File: src/rtl/mem_bus_arbiter_pkg.sv
// Shared definitions for the memory bus arbiter: one-hot FSM state encoding,
// grant encodings and the two-way round-robin pick function.
package mem_bus_arbiter_pkg;

  // One-hot state encoding (6 states, 6 bits)
  typedef enum logic [5:0] {
    ST_IDLE   = 6'b000001,
    ST_I_REQ  = 6'b000010,
    ST_I_RESP = 6'b000100,
    ST_D_WR   = 6'b001000,
    ST_D_RD   = 6'b010000,
    ST_D_RESP = 6'b100000
  } arb_state_e;

  // Which channel owned the most recent grant
  typedef enum logic {
    GRANT_INST = 1'b0,
    GRANT_DATA = 1'b1
  } grant_e;

  // req[0] = instruction fetch, req[1] = data. On a tie the channel that was
  // not granted last wins; a lone request always wins.
  function automatic logic [1:0] rr_pick(input logic [1:0] req, input grant_e last);
    logic [1:0] gnt;
    gnt = req;
    if (req == 2'b11) begin
      gnt = (last == GRANT_INST) ? 2'b10 : 2'b01;
    end
    return gnt;
  endfunction

endpackage

File: src/rtl/mem_bus_arbiter_rr_arb2.sv
// rr_arb2: purely combinational 2-input round-robin grant. The last-grant
// pointer is owned by the instantiating module.
module rr_arb2
  import mem_bus_arbiter_pkg::*;
(
  input  logic [1:0] req,
  input  grant_e     last_grant,
  output logic [1:0] gnt
);

  // Resolve the request vector into a one-hot (or empty) grant
  always_comb begin
    gnt = rr_pick(req, last_grant);
  end

endmodule

File: src/rtl/mem_bus_arbiter.sv
// mem_bus_arbiter: shares one memory request/response port between the CPU
// instruction-fetch and data channels, one transaction outstanding at a time.
// Optional build macro MEM_ARB_PERF_CNT_EN adds conflict / busy-wait counters.
module mem_bus_arbiter
  import mem_bus_arbiter_pkg::*;
#(
  parameter int ADDR_W = 32,
  parameter int DATA_W = 32
) (
  input  logic                  clk,
  input  logic                  rst,
  // instruction fetch channel
  input  logic [ADDR_W-1:0]     i_addr,
  input  logic                  i_req_valid,
  output logic                  i_req_ready,
  output logic [DATA_W-1:0]     i_rdata,
  output logic                  i_rvalid,
  input  logic                  i_rready,
  // data channel
  input  logic [ADDR_W-1:0]     d_addr,
  input  logic                  d_wen,
  input  logic                  d_ren,
  input  logic [DATA_W-1:0]     d_wdata,
  input  logic [DATA_W/8-1:0]   d_wstrb,
  output logic                  d_req_ready,
  output logic [DATA_W-1:0]     d_rdata,
  output logic                  d_rvalid,
  input  logic                  d_rready,
  // memory side
  output logic [ADDR_W-1:0]     m_addr,
  output logic [DATA_W-1:0]     m_wdata,
  output logic [DATA_W/8-1:0]   m_wstrb,
  output logic                  m_wen,
  output logic                  m_ren,
  input  logic                  m_req_ready,
  input  logic [DATA_W-1:0]     m_rdata,
  input  logic                  m_rvalid,
  output logic                  m_rready
`ifdef MEM_ARB_PERF_CNT_EN
  ,
  output logic [31:0]           arb_conflict_cnt,
  output logic [31:0]           arb_busy_wait_cnt
`endif
);

  arb_state_e state_reg, state_next;
  grant_e     last_grant_reg, last_grant_next;
  logic [1:0] req;
  logic [1:0] gnt;
  logic       d_cand;
  logic       grant_inst;
  logic       grant_data;

  assign d_cand = d_wen | d_ren;
  assign req    = {d_cand, i_req_valid};

  rr_arb2 u_rr_arb2 (
    .req        (req),
    .last_grant (last_grant_reg),
    .gnt        (gnt)
  );

  // Grants only happen in IDLE and never while reset is held
  assign grant_inst = (state_reg == ST_IDLE) && !rst && gnt[0];
  assign grant_data = (state_reg == ST_IDLE) && !rst && gnt[1];

  // State and round-robin pointer registers
  always_ff @(posedge clk) begin
    if (rst) begin
      state_reg      <= ST_IDLE;
      last_grant_reg <= GRANT_INST;
    end else begin
      state_reg      <= state_next;
      last_grant_reg <= last_grant_next;
    end
  end

  // Capture the granted request payload; requesters may change it afterwards
  always_ff @(posedge clk) begin
    if (rst) begin
      m_addr  <= '0;
      m_wdata <= '0;
      m_wstrb <= '0;
    end else if (grant_inst) begin
      m_addr  <= i_addr;
      m_wdata <= '0;
      m_wstrb <= '0;
    end else if (grant_data) begin
      m_addr  <= d_addr;
      m_wdata <= d_wdata;
      m_wstrb <= d_wstrb;
    end
  end

  // Next-state logic, handshakes and response steering
  always_comb begin
    state_next      = state_reg;
    last_grant_next = last_grant_reg;
    i_req_ready     = 1'b0;
    d_req_ready     = 1'b0;
    m_ren           = 1'b0;
    m_wen           = 1'b0;
    m_rready        = 1'b0;
    i_rvalid        = 1'b0;
    d_rvalid        = 1'b0;
    i_rdata         = '0;
    d_rdata         = '0;
    case (state_reg)
      ST_IDLE: begin
        if (grant_inst) begin
          i_req_ready     = 1'b1;
          last_grant_next = GRANT_INST;
          state_next      = ST_I_REQ;
        end else if (grant_data) begin
          d_req_ready     = 1'b1;
          last_grant_next = GRANT_DATA;
          // a simultaneous wen & ren is treated as a store
          state_next      = d_wen ? ST_D_WR : ST_D_RD;
        end
      end
      ST_I_REQ: begin
        m_ren = 1'b1;
        if (m_req_ready) state_next = ST_I_RESP;
      end
      ST_D_RD: begin
        m_ren = 1'b1;
        if (m_req_ready) state_next = ST_D_RESP;
      end
      ST_D_WR: begin
        m_wen = 1'b1;
        if (m_req_ready) state_next = ST_IDLE;
      end
      ST_I_RESP: begin
        m_rready = i_rready;
        i_rvalid = m_rvalid;
        i_rdata  = m_rdata;
        if (m_rvalid && i_rready) state_next = ST_IDLE;
      end
      ST_D_RESP: begin
        m_rready = d_rready;
        d_rvalid = m_rvalid;
        d_rdata  = m_rdata;
        if (m_rvalid && d_rready) state_next = ST_IDLE;
      end
      default: begin
        state_next = ST_IDLE;
      end
    endcase
  end

`ifdef MEM_ARB_PERF_CNT_EN
  logic [31:0] conflict_cnt_reg;
  logic [31:0] busy_wait_cnt_reg;

  // Count IDLE tie cycles and cycles where a requester waits on a busy bus
  always_ff @(posedge clk) begin
    if (rst) begin
      conflict_cnt_reg  <= '0;
      busy_wait_cnt_reg <= '0;
    end else begin
      if ((state_reg == ST_IDLE) && (&req)) begin
        conflict_cnt_reg <= conflict_cnt_reg + 32'd1;
      end
      if ((state_reg != ST_IDLE) && (|req)) begin
        busy_wait_cnt_reg <= busy_wait_cnt_reg + 32'd1;
      end
    end
  end

  assign arb_conflict_cnt  = conflict_cnt_reg;
  assign arb_busy_wait_cnt = busy_wait_cnt_reg;
`endif

endmodule

File: config.mk
export PLATFORM = sky130hd
export DESIGN_NAME = mem_bus_arbiter
export DESIGN_NICKNAME = d
export VERILOG_FILES = /design/src/rtl/mem_bus_arbiter_pkg.sv /design/src/rtl/mem_bus_arbiter_rr_arb2.sv /design/src/rtl/mem_bus_arbiter.sv
export SDC_FILE = /design/constraint.sdc
export NUM_CORES = 1
export LEC_CHECK = 0
export ABC_AREA = 0
export CORE_ASPECT_RATIO = 0.5
export CORE_MARGIN = 3
export CORE_UTILIZATION = 35
export CTS_CLUSTER_SIZE = 8
export DETAILED_ROUTE_END_ITERATION = 8
export PLACE_DENSITY = 0.89
export SKIP_LAST_GASP = 1
export SYNTH_ARGS = -nofsm -noshare
export SYNTH_HDL_FRONTEND = slang
export SYNTH_SLANG_ARGS = --single-unit
export TNS_END_PERCENT = 100
File: constraint.sdc
create_clock -name clk -period 4.7 [get_ports clk]
set_input_delay 0.705 -clock clk [delete_from_list [all_inputs] [get_ports clk]]
set_output_delay 0.705 -clock clk [all_outputs]
set_load 0.02 [all_outputs]
==> results.py <==
metrics = {
    "sta": {
        "timing.final.setup_violations": 0,
        "worst_slew_margin_rel_pct": 24.6,
        "rsz0062_at_grt": "false",
        "timing.final.max_slew_violations": 0,
        "timing.setup.tns_ps": 0,
        "fin_crit_ps": 3770,
        "tightestPinTransition_ps": 1130,
        "skew_ps": 4.80,
        "period_utilization_pct": 80.2,
        "finalHoldViolCount": 0,
        "setup_ws_post_layout_ps": 930,
        "max_freq_mhz": 265,
    },
    "clock_tree": {
        "post_cts_resized": 0,
        "cts.sinks": 75,
        "cts_buffers": 9,
        "post_cts.repair.setup_buffers": 0,
        "cts.hold.buffers_added": 0,
        "insertion_delay_ps": 340,
        "clk_transition_reported_paths_ps": 60,
        "htree_num_levels": 3,
        "cts.path.max_buffers": 2,
        "cts_tree": "yes",
        "cts_root_buf": "clkbuf_16",
    },
    "floorplanning": {
        "core_area_um2": 9070,
        "io_pins": 280,
        "die_y_um": 75.7,
        "initial_utilization_pct": 37.5,
        "die_w_um": 145,
        "placementRows": 24,
        "die_area_um2": 11000,
    },
    "drt": {
        "vias_per_cell": 4.83,
        "wl_per_cell_um": 17.5,
        "drtIter0Drc": 279,
        "vias": 4015,
        "first_pass_iteration_count_of_the_detailed_router": 5,
        "ant_nets": 0,
        "routed_wl_um": 14600,
        "drc": 0,
    },
    "worst_setup_path": {
        "crit_path_end_kind": "output port",
        "worst_ep_arrival_time_ps": 3070,
        "cp_max_fo": 34,
        "setup.worst_path.start_class": "flop",
        "timing.rr.start": "last_grant_reg",
        "r2r_cells": 5,
        "startpoint": "state_reg[3]",
        "reg2reg_slack_ps": 2450,
        "regToRegEndpoint": "m_wdata[21]",
        "worstPathRequired_ps": 3990,
        "cp-endpoint": "i_rdata[2]",
        "worstSetupPathType": "reg -> out",
    },
    "pwr": {
        "leakage_nw": 2.40,
        "netSwitchingFraction_pct": 30.3,
        "clock_power_share_pct": 33.9,
        "power.net_switching_w": 0.000643,
        "vdd.ir_drop.worst_uv": 223,
        "power_density_nw_per_um2": 323,
        "pwr-share-comb_pct": 30.1,
        "sequential_cell_fraction_of_total_power_pct": 36.0,
        "pnr_total_power_w": 0.00212,
        "power_report.internal_total_w": 0.00148,
    },
    "global_route": {
        "grt_antenna_before_repair": 0,
        "maximum_number_of_pins_on_one_net_before_global_route_repair": 39,
        "grtUsageTotal_pct": 24.9,
        "gr-total-overflow": 0,
        "grt_pass1_wl_um": 21300,
        "via_count_of_the_first_global_routing_pass": 3812,
    },
    "synthesis": {
        "synth_compound_area_share_pct": 20.5,
        "main_flop_type_after_synthesis": "dfxtp_1",
        "area_share_of_and_or_nand_nor_cells_after_synthesis_pct": 30.3,
        "synth_seq_cells": 75,
        "synthAdderAreaFrac_pct": 0,
        "yosys_warnings": 0,
        "synth_mux_area_share_pct": 0,
        "synthesis.area_per_instance_um2": 7.87,
        "synth_cell_types": 39,
        "cell_count_after_synthesis": 432,
        "synth_area_um2": 3400,
        "synth_enable_flop_cells": 0,
        "proportion_of_register_bits_with_asynchronous_set_or_reset_after_synthesis_pct": 0,
        "synth_xor_xnor_area_share_pct": 0.258,
        "synth_nets": 573,
        "seq_area_frac_synth_pct": 44.2,
        "synth_top_family_by_area": "simple AND/OR/NAND/NOR gates",
    },
    "outcome": {
        "status": "complete, no violations",
    },
    "finish": {
        "area.growth.synth_to_final_pct": 93.0,
        "layout_common_cells": "clkdlybuf4s50_1 (279), nand2_1 (108), dfxtp_1 (75), and2_1 (67), a21oi_1 (42)",
        "num-nets-final": 836,
        "final_common_cell": "clkdlybuf4s50_1",
        "post-route-cell-area_um2": 6560,
        "final_util_pct": 72.3,
        "filler_cell_count": 714,
        "drive_gt1_share_pct": 3.86,
    },
    "place": {
        "port_buffers": 279,
        "hpwl_um": 11100,
        "place_area_um2": 6240,
        "place_ws_ps": 1260,
        "routabilityCongestion": 0.921,
    },
    "flow_run": {
        "timing.max_cap.violations": 0,
    },
    "hold_path": {
        "hold_path.class": "reg -> reg",
    },
}
-- metrics by stage --
| stage | hold slack (ps) | instances |
|---|---|---|
| after floorplan | 471 | 432 |
| after global placement | 432 | 814 |
| after detailed placement | 441 | 814 |
| after CTS | 450 | 830 |
| after global routing | 468 | 830 |
| final | 446 | 831 |
-- worst min-delay path by stage --
| stage | cells past startpoint | endpoint | slack [ps] | start |
|---|---|---|---|---|
| after global routing | 2 | m_wdata[9] | 470 | m_wdata[9] |
| after CTS | 2 | m_wdata[25] | 450 | m_wdata[25] |
| after floorplan | 2 | last_grant_reg | 470 | last_grant_reg |
| after detailed placement | 2 | m_addr[16] | 440 | m_addr[16] |
| final | 2 | m_wdata[23] | 450 | m_wdata[23] |
| after global placement | 2 | m_addr[4] | 430 | m_addr[4] |
-- logic make-up after synthesis --
kind of cell              count (synthesis)
DFF                                      75
and+or+nand+nor                         206
buffers and inverters                    33
xor gates and xnor gates                  1
AOI/OAI and AO/OA                       117
-- synthesized netlist by cell type (all sizes together), types with 2 or more instances --
master | count | area, um^2
nor3 | 4 | 31.3
clkbuf | 21 | 80.1
dfxtp | 75 | 1500
nand2 | 108 | 405
and2 | 67 | 419
o21ai | 34 | 170
nand3 | 2 | 10.0
a22oi | 32 | 240
nor2 | 9 | 38.8
or3 | 2 | 12.5
a21oi | 42 | 210
nand2b | 4 | 25.0
nor3b | 2 | 20.0
and3 | 2 | 12.5
buf | 11 | 76.3
-- layer usage --
layer / routed length (um) / GRT usage, % / vias to the layer above
li1: - / - / 1989
met1: 5570 / 27.1 / 1838
met2: 7940 / 50.6 / 163
met3: 769 / 5.35 / 25
met4: 286 / 6.94 / 0
met5: 0 / 0 / -
-- power groups by stage --
stage	Combinational (W)	Sequential [W]	Clock, W
6_report	0.000638	0.000764	0.000718
5_1_grt	0.000675	0.000773	0.000751
4_1_cts	0.000638	0.000764	0.000726
3_5_place_dp	0.000631	0.000776	0
3_3_place_gp	0.000617	0.000770	0
2_1_floorplan	0.000209	0.000860	0
-- area by class of cell --
cell class,count,area [um^2],area share (%)
repair buffers,284,2830,43.2
multi-input cells,324,1740,26.6
flip-flops and latches,75,1500,22.9
clock buffers,13,270,4.12
well taps,130,163,2.48
clock inverters,3,43.8,0.668
inverters,1,3.75,0.0572
diodes,1,2.50,0.0382
-- critical path: stages (launching register included) --
cell and delay (ps):
dfxtp_1 380, nor3_4 410, nand2b_1 160, nor2_2 820
and2_1 310, clkdlybuf4s50_1 630
Power figures use the tool's default switching activity.
